`config.mk`:
```
export PLATFORM = sky130hd
export DESIGN_NAME = fifo_r1_w16_64_flat
export DESIGN_NICKNAME = d
export VERILOG_FILES = /design/src/rtl/fifo_r1_w16_64_if.sv /design/src/rtl/fifo_r1_w16_64.sv /design/src/flat_wrapper.sv
export SDC_FILE = /design/constraint.sdc
export NUM_CORES = 1
export LEC_CHECK = 0
export BUFFER_PORTS_ARGS = -buffer_cell sky130_fd_sc_hd__buf_4
export CAP_MARGIN = 30
export CORE_UTILIZATION = 65
export CTS_BUF_LIST = sky130_fd_sc_hd__clkbuf_8 sky130_fd_sc_hd__clkbuf_16
export DETAILED_ROUTE_END_ITERATION = 6
export MAX_ROUTING_LAYER = met4
export PLACE_DENSITY = 0.81
export SLEW_MARGIN = 20
export SYNTH_ARGS = -nofsm -noshare
export SYNTH_HDL_FRONTEND = slang
export SYNTH_SLANG_ARGS = --single-unit
```
`constraint.sdc`:
```
create_clock -name clk -period 5.3 [get_ports clk]
set_clock_uncertainty 0.2 [all_clocks]
set_input_delay 1.06 -clock clk [delete_from_list [all_inputs] [get_ports clk]]
set_output_delay 1.06 -clock clk [all_outputs]
set_load 0.005 [all_outputs]
```
`src/rtl/fifo_r1_w16_64_if.sv`:
```
// Receive-buffer bus: serial input side, host readout side and status flags.
//   master : drives din/wr_en/align/rd_en/clr_ovf, observes dout/valid/flags
//   slave  : the buffer itself
interface fifo_r1_w16_64_if #(
  parameter int unsigned WIDTH  = 16,
  parameter int unsigned ADDR_W = 6
);
  logic              din;
  logic              wr_en;
  logic              align;
  logic              rd_en;
  logic              clr_ovf;
  logic [WIDTH-1:0]  dout;
  logic              valid;
  logic              full;
  logic              empty;
  logic [ADDR_W:0]   count;
  logic              overflow;

  modport master (
    output din, wr_en, align, rd_en, clr_ovf,
    input  dout, valid, full, empty, count, overflow
  );

  modport slave (
    input  din, wr_en, align, rd_en, clr_ovf,
    output dout, valid, full, empty, count, overflow
  );
endinterface

```
`src/rtl/fifo_r1_w16_64.sv`:
```
// Serial-to-parallel receive buffer: assembles WIDTH-bit words from a 1-bit
// stream (one bit per wr_en cycle) and queues them in a DEPTH-word FIFO.
// Ports:
//   clk, rst   : clock, asynchronous active-high reset
//   bus.din    : serial bit, sampled when bus.wr_en=1
//   bus.align  : drop the partial word, restart at bit 0
//   bus.rd_en  : pop one word (ignored while empty), 1-cycle read latency
//   bus.dout/valid : popped word and its 1-cycle strobe
//   bus.full/empty/count : registered occupancy
//   bus.overflow/clr_ovf : sticky word-dropped flag and its clear
module fifo_r1_w16_64 #(
  parameter int unsigned WIDTH     = 16,
  parameter int unsigned DEPTH     = 64,
  parameter int unsigned ADDR_W    = 6,
  parameter bit          MSB_FIRST = 1'b1
) (
  input  logic               clk,
  input  logic               rst,
  fifo_r1_w16_64_if.slave    bus
);

  localparam int unsigned CNT_W  = ADDR_W + 1;
  localparam int unsigned BCNT_W = (WIDTH > 1) ? $clog2(WIDTH) : 1;
  localparam logic [BCNT_W-1:0] LAST_BIT  = BCNT_W'(WIDTH - 1);
  localparam logic [CNT_W-1:0]  DEPTH_CNT = CNT_W'(DEPTH);

  // Deserializer state
  logic [BCNT_W-1:0] bitcnt_q, bitcnt_d;
  logic [WIDTH-1:0]  sreg_q, sreg_d;
  logic [WIDTH-1:0]  shifted_c;
  logic [WIDTH-1:0]  first_c;
  logic              word_done_c;

  // FIFO state
  logic [WIDTH-1:0]  mem [DEPTH];
  logic [ADDR_W-1:0] wr_ptr_q;
  logic [ADDR_W-1:0] rd_ptr_q;
  logic [CNT_W-1:0]  count_q, count_d;
  logic              pop_c;
  logic              push_ok_c;
  logic              drop_c;

  // Registered outputs
  logic [WIDTH-1:0]  dout_q;
  logic              valid_q;
  logic              full_q;
  logic              empty_q;
  logic              ovf_q;

  // Shift-register candidates: regular shift, and a fresh word holding only din
  always_comb begin
    shifted_c = sreg_q;
    first_c   = '0;
    if (MSB_FIRST) begin
      shifted_c = {sreg_q[WIDTH-2:0], bus.din};
      first_c   = WIDTH'(bus.din);
    end else begin
      shifted_c = {bus.din, sreg_q[WIDTH-1:1]};
      first_c   = {bus.din, {(WIDTH-1){1'b0}}};
    end
  end

  // Deserializer next state; align overrides word completion
  always_comb begin
    bitcnt_d    = bitcnt_q;
    sreg_d      = sreg_q;
    word_done_c = 1'b0;
    if (bus.align) begin
      bitcnt_d = bus.wr_en ? BCNT_W'(1) : '0;
      sreg_d   = bus.wr_en ? first_c : '0;
    end else if (bus.wr_en) begin
      sreg_d = shifted_c;
      if (bitcnt_q == LAST_BIT) begin
        bitcnt_d    = '0;
        word_done_c = 1'b1;
      end else begin
        bitcnt_d = bitcnt_q + BCNT_W'(1);
      end
    end
  end

  // Push/pop decisions; a full FIFO still accepts a word when a pop frees a slot
  always_comb begin
    pop_c     = bus.rd_en && !empty_q;
    push_ok_c = word_done_c && (!full_q || pop_c);
    drop_c    = word_done_c && full_q && !pop_c;
    count_d   = count_q + CNT_W'(push_ok_c) - CNT_W'(pop_c);
  end

  always_ff @(posedge clk or posedge rst) begin
    if (rst) begin
      bitcnt_q <= '0;
      sreg_q   <= '0;
    end else begin
      bitcnt_q <= bitcnt_d;
      sreg_q   <= sreg_d;
    end
  end

  // Storage array carries no reset; pointers/count define what is live
  always_ff @(posedge clk) begin
    if (push_ok_c) begin
      mem[wr_ptr_q] <= shifted_c;
    end
  end

  always_ff @(posedge clk or posedge rst) begin
    if (rst) begin
      wr_ptr_q <= '0;
      rd_ptr_q <= '0;
      count_q  <= '0;
      full_q   <= 1'b0;
      empty_q  <= 1'b1;
      dout_q   <= '0;
      valid_q  <= 1'b0;
    end else begin
      if (push_ok_c) begin
        wr_ptr_q <= wr_ptr_q + ADDR_W'(1);
      end
      if (pop_c) begin
        rd_ptr_q <= rd_ptr_q + ADDR_W'(1);
        dout_q   <= mem[rd_ptr_q];
      end
      valid_q <= pop_c;
      count_q <= count_d;
      full_q  <= (count_d == DEPTH_CNT);
      empty_q <= (count_d == '0);
    end
  end

  // Sticky overflow; a new drop wins over a simultaneous clear
  always_ff @(posedge clk or posedge rst) begin
    if (rst) begin
      ovf_q <= 1'b0;
    end else if (drop_c) begin
      ovf_q <= 1'b1;
    end else if (bus.clr_ovf) begin
      ovf_q <= 1'b0;
    end
  end

  assign bus.dout     = dout_q;
  assign bus.valid    = valid_q;
  assign bus.full     = full_q;
  assign bus.empty    = empty_q;
  assign bus.count    = count_q;
  assign bus.overflow = ovf_q;

endmodule
```
`src/flat_wrapper.sv`:
```
// flat-port wrapper written by rule: the top's interface ports become plain ports
module fifo_r1_w16_64_flat 
#(
  parameter int unsigned WIDTH     = 16,
  parameter int unsigned DEPTH     = 64,
  parameter int unsigned ADDR_W    = 6,
  parameter bit          MSB_FIRST = 1'b1
)
  (clk, rst, bus_din, bus_wr_en, bus_align, bus_rd_en, bus_clr_ovf, bus_dout, bus_valid, bus_full, bus_empty, bus_count, bus_overflow);
  fifo_r1_w16_64_if #(.WIDTH(WIDTH), .ADDR_W(ADDR_W)) bus_i ();
  input  logic clk;
  input  logic rst;
  input wire logic [$bits(bus_i.din)-1:0] bus_din;
  input wire logic [$bits(bus_i.wr_en)-1:0] bus_wr_en;
  input wire logic [$bits(bus_i.align)-1:0] bus_align;
  input wire logic [$bits(bus_i.rd_en)-1:0] bus_rd_en;
  input wire logic [$bits(bus_i.clr_ovf)-1:0] bus_clr_ovf;
  output wire logic [$bits(bus_i.dout)-1:0] bus_dout;
  output wire logic [$bits(bus_i.valid)-1:0] bus_valid;
  output wire logic [$bits(bus_i.full)-1:0] bus_full;
  output wire logic [$bits(bus_i.empty)-1:0] bus_empty;
  output wire logic [$bits(bus_i.count)-1:0] bus_count;
  output wire logic [$bits(bus_i.overflow)-1:0] bus_overflow;
  assign bus_i.din = bus_din;
  assign bus_i.wr_en = bus_wr_en;
  assign bus_i.align = bus_align;
  assign bus_i.rd_en = bus_rd_en;
  assign bus_i.clr_ovf = bus_clr_ovf;
  assign bus_dout = bus_i.dout;
  assign bus_valid = bus_i.valid;
  assign bus_full = bus_i.full;
  assign bus_empty = bus_i.empty;
  assign bus_count = bus_i.count;
  assign bus_overflow = bus_i.overflow;
  fifo_r1_w16_64 #(.WIDTH(WIDTH), .DEPTH(DEPTH), .ADDR_W(ADDR_W), .MSB_FIRST(MSB_FIRST)) u_core (.clk(clk), .rst(rst), .bus(bus_i));
endmodule
```
== Yosys cells after proc, flatten, opt, wreduce, memory -nomap -nowiden ==
Memories as Yosys holds them, arrays and structs flattened. A register that Yosys moved wholly into a read port is not among the register bits.
Index checks and enable logic that the tools add are counted.
Word-level totals
  flip-flop bits (word level): 42
  memory bits (writable): 1024
  bits of input ports: 7
  word-level logic and storage cells: 42
  memories kept: 1
Cells by class
  $add $sub $neg: 5
  equal/unequal tests: 2
  muxes and demuxes: 14
  reduce and logical (&&, ||, !) cells: 11
Memory list
  u_core.mem: words 64, bits a word 16, rd ports 1, clocked after Yosys merged registers in 1, write ports 1, line fifo_r1_w16_64.sv:35  | logic [WIDTH-1:0] mem [DEPTH];
Operators with widths (count)
  2-to-1 mux 15 bit: 2
  adder 6 x 1 -> 6 bit, second input constant: 2
  2-to-1 mux 4 bit: 3
  2-to-1 mux 1 bit: 9
  adder 7 x 1 -> 7 bit: 1
  == test 7 bit, second input constant: 1
  logical NOT 7 bit: 1
  subtractor 7 x 1 -> 7 bit: 1
  adder 4 x 1 -> 4 bit, second input constant: 1
  == test 4 bit, second input constant: 1
  logical AND 1 bit: 4
  nonzero test 2 bit: 2
  logical NOT 1 bit: 3
  logical OR 1 bit: 1

== Depth between registers and ports, before layout ==
  depth in word-level cells: 8
  depth in mapped cells: 11

== Worst setup path after synthesis ==
No wires, ideal clock.
  kind: input to register
  start point: input bus_rd_en
  end point: register u_core.full_q (netlist: u_core.bus.full)
  setup time: 0.088 ns
  data arrival time: 3.281 ns
  data required time: 5.012 ns
  slack: 1.731 ns
  cell stages on the path: 11
  path buffers: 0
  cell sequence: nand2b_1 clkinv_1 ha_1 inv_1 ha_1 fa_1 a21oi_1 o21bai_1 a2111o_1 o211ai_1 nor3b_1
Between the ends
  cells in the longest elaborated chain, start to end: 6
Ends and longest elaborated chain
  from (decl): line flat_wrapper.sv:16  | input wire logic [$bits(bus_i.rd_en)-1:0] bus_rd_en;
  logical AND 1 bit (*): line fifo_r1_w16_64.sv:84  | pop_c = bus.rd_en && !empty_q;
  via u_core.pop_c: line fifo_r1_w16_64.sv:39  | logic pop_c;
  logical OR 1 bit: line fifo_r1_w16_64.sv:85  | push_ok_c = word_done_c && (!full_q || pop_c);
  logical AND 1 bit: line fifo_r1_w16_64.sv:85
  adder 7 x 1 -> 7 bit: line fifo_r1_w16_64.sv:87  | count_d = count_q + CNT_W'(push_ok_c) - CNT_W'(pop_c);
  subtractor 7 x 1 -> 7 bit (*): line fifo_r1_w16_64.sv:87
  via u_core.count_d[6]: line fifo_r1_w16_64.sv:38  | logic [CNT_W-1:0] count_q, count_d;
  == test 7 bit (*): line fifo_r1_w16_64.sv:126  | full_q <= (count_d == DEPTH_CNT);
  to (signal assigned): line fifo_r1_w16_64.sv:126
  to (decl): line fifo_r1_w16_64.sv:46  | logic full_q;
Mark *: on every way through the listed nets, which the timed path passes. The rest lies on a longest branch.
A chain may end at the register's enable or synchronous reset.

==> impl_metrics.toml <==
[clock_network]
cts_buffers = 101
hold_buffers = 0
clock_latency_ns = 0.65
htreeDepth = 3
clk_pin_slew_ns = 0.06
clockBufferDepth = 3
cts_resized = 0
post_cts_buffers = 0
cts_tree = "yes"
cts.sinks = 1082
cts_root_buffer = "clkbuf_16"

[worst_hold_path]
worstHoldStart = "u_core.bus.overflow"
hp-class = "flop to flop"
hold_end = "u_core.bus.overflow"
hold_depth = 1

[critical_path]
crit_chain = "buf_4 -> and2_1 -> nand2b_1 -> o22ai_1 -> a211o_1 -> o22ai_1"
critPathKind = "flop to flop"
cp-end-kind = "flop"
max_stage_delay_ns = 0.85
crit_path_max_fanout = 24
rr_startpoint = "u_core.rd_ptr_q[3]"
slowest_stage = "and2_1"
r2r_cells = 6
rrSetupSlack_ns = 1.51
path_common_cell = "o22ai_1"
cp.required_ns = 5.61
reg2reg_to = "u_core.bus.dout[5]"
arrival_ns = 4.10
worstSetupStartpointType = "flop"

[logic_synthesis]
synth_area_per_cell_um2 = 20.66
synth_cells = 2038
synth_nets = 2056
yosys.area.top_type_share_pct = 73.05
synth_ff_type = "edfxtp_1"
syn_area_mm2 = 0.04210
synth-edff-count = 1024
synth.largest_area_cell = "edfxtp_1"
synth_fa_ha_area_share_pct = 0.3448
synthArstFlopShare_pct = 5.360
synthSimpleGateAreaFrac_pct = 2.485
yosys_register_bits = 1082
synth_top_family_by_area = "multiplexers"
synth_xor_area_share_pct = 0.3121
synthMuxAreaShare_pct = 15.08
seq_area_frac_synth_pct = 76.50
synth_compound_area_share_pct = 3.742
synthTopCellsByArea = "edfxtp_1 (73%), mux4_2 (11%), dfrtp_1 (3.4%)"
yosysWarnings = 0
yosysUniqueCellTypes = 52

[drt]
vias_per_cell = 7.079
drc = 0
wl_per_cell_um = 33.39
drt_iter0_drc = 3530
drtAntennaViolNets = 0
drt_wl_total_um = 104100
dr.pass1.iters = 6
vias = 22070

[timing]
finalSetupViolations = 0
slew_violations = 0
holdWs_ns = 0.3062
slew_headroom_pct = 32.40
finalSetupTns_ns = 0
fmax_mhz = 263.6
rsz0062_at_grt = "false"
layout_min_cycle_time_ns = 3.794
post-route-period-util_pct = 71.58
finalHoldViolCount = 0
tightest_slew_ns = 1.011

[final_layout]
area_growth_pct = 12.18
drive_gt1_share_pct = 26.96
nNetsFinal = 2200

[floorplan]
start_util_pct = 66.25
core_mm2 = 0.06354
die_w_um = 256.5
rows = 92
die_y_um = 256.5
dieArea_mm2 = 0.06578
ios = 34

[power]
p_leak_nw = 15.74
power_density_mw_per_mm2 = 464.0
peakVddDrop_v = 0.0004146

[run_status]
status = "completed"

[global_routing]
grt-ovfl-total = 0
track_usage_pct = 33.31
grt_pass1_wl_um = 150900
grt_pass1_vias = 22090
antenna_found_initial = 5
grt_max_degree = 126

[placed_design]
dpl.hpwl_um = 59570
io_buffer_count = 33
place_congestion = 0.9274

[run]
drv_cap = 0
[flip-flops by register name, indices dropped and copies added (netlist names)]
| name | flops |
|---|---|
| u_core.bitcnt_q | 4 |
| u_core.rd_ptr_q | 6 |
| u_core.bus.count | 7 |
| u_core.bus.dout | 16 |
| u_core.bus.overflow | 1 |
| u_core.bus.full | 1 |
| u_core.bus.valid | 1 |
| u_core.bus.empty | 1 |
| u_core.sreg_q | 15 |
| u_core.mem | 1024 |
| u_core.wr_ptr_q | 6 |
[where the power goes]
group          internal [mW]  switching (mW)
Combinational           1.93            2.82
Sequential              9.37           0.386
Clock                   4.30            3.10
[how the worst max path moves through the flow]
stage	from	endpoint	slack, ns	depth (start not counted)
after global placement	bus_wr_en	u_core.mem[3][4]	1.15	7
final	u_core.rd_ptr_q[3]	u_core.bus.dout[5]	1.51	6
after CTS	u_core.rd_ptr_q[0]	u_core.bus.dout[13]	1.50	7
after global routing	bus_wr_en	u_core.mem[3][13]	1.44	7
after detailed placement	bus_wr_en	u_core.mem[3][11]	1.02	7
after floorplan	bus_rd_en	u_core.bus.full	1.73	11
[stage by stage]
step / cells / setup slack, ns / util [%] / cell area, um^2 / total power [mW]
floorplan: 2038 / 1.731 / - / 42100 / 13.01
global placement: 2922 / 1.155 / 68.88 / 43770 / 14.38
detailed placement: 2924 / 1.018 / 68.92 / 43790 / 14.49
CTS: 3111 / 1.502 / 74.28 / 47200 / 21.82
global route: 3118 / 1.440 / 74.32 / 47220 / 22.44
finish: 3118 / 1.506 / 74.32 / 47220 / 21.91
[critical path: cells and delay by family (launching register included)]
kind / cells / cell delay, ns
and+or+nand+nor: 2 / 1.45
AOI/OAI and AO/OA: 3 / 0.78
DFF: 1 / 0.75
buffers and inverters: 1 / 0.46
[placed cells by master (no fill, tap or decap), types with 12 or more instances in the layout]
master / netlist / final
edfxtp_1: 1024 / 1024
mux4_2: 208 / 208
buf_4: 14 / 151
nor2_1: 114 / 114
mux2i_1: 111 / 111
clkbuf_16: 0 / 105
nand2_1: 69 / 69
mux2_2: 49 / 49
dfrtp_1: 57 / 38
o22ai_1: 37 / 37
inv_1: 12 / 33
a21oi_1: 24 / 24
a22oi_1: 23 / 23
clkinv_2: 0 / 23
a221oi_2: 16 / 16
a211o_1: 16 / 16
dfrtp_2: 0 / 16
nand3_1: 14 / 14
clkinv_1: 1 / 13
bufinv_16: 0 / 13
o21ai_0: 12 / 12
[cell families (layout without fill, tap and decap cells)]
| group | after synthesis | after routing |
|---|---|---|
| buf+inv | 127 | 355 |
| other cells | 0 | 6 |
| fa+ha+maj | 11 | 11 |
| simple gates | 239 | 239 |
| compound gates | 196 | 196 |
| flops | 1082 | 1082 |
| xor+xnor | 15 | 15 |
| mux | 368 | 368 |
[layer usage]
layer	global-route usage, %	vias to the layer above	share of wire (%)
li1	-	8689	-
met4	11.72	0	4.0
met1	45.29	11270	36
met2	50.32	1851	48
met3	7.879	261	13
met5	-	-	0
[synthesized netlist by cell type (all sizes together), types with 3 or more instances]
cell / instances
edfxtp: 1024
mux4: 208
nor2: 114
mux2i: 111
buf: 77
nand2: 69
dfrtp: 57
mux2: 49
clkbuf: 37
o22ai: 37
a21oi: 24
a22oi: 23
a2111oi: 17
a211o: 16
a221oi: 16
nand3: 14
inv: 12
o21ai: 12
ha: 10
nor3b: 10
xnor2: 10
a211oi: 9
a22o: 9
o22a: 9
o32ai: 9
a32o: 8
nand2b: 6
nor2b: 6
nor3: 5
xor2: 5
and2: 3
nand3b: 3
or3: 3
[area by class of cell]
class | instances | area (um^2)
Timing Repair Buffer | 155 | 1196
Fill cell | 3321 | 16320
Tap cell | 846 | 1059
Clock inverter | 76 | 698.2
Clock buffer | 111 | 2710
Multi-Input combinational cell | 829 | 9263
Sequential cell | 1082 | 32230
Antenna cell | 6 | 15.01
Inverter | 13 | 48.80
Note: power is estimated with default switching activity, not from simulation.
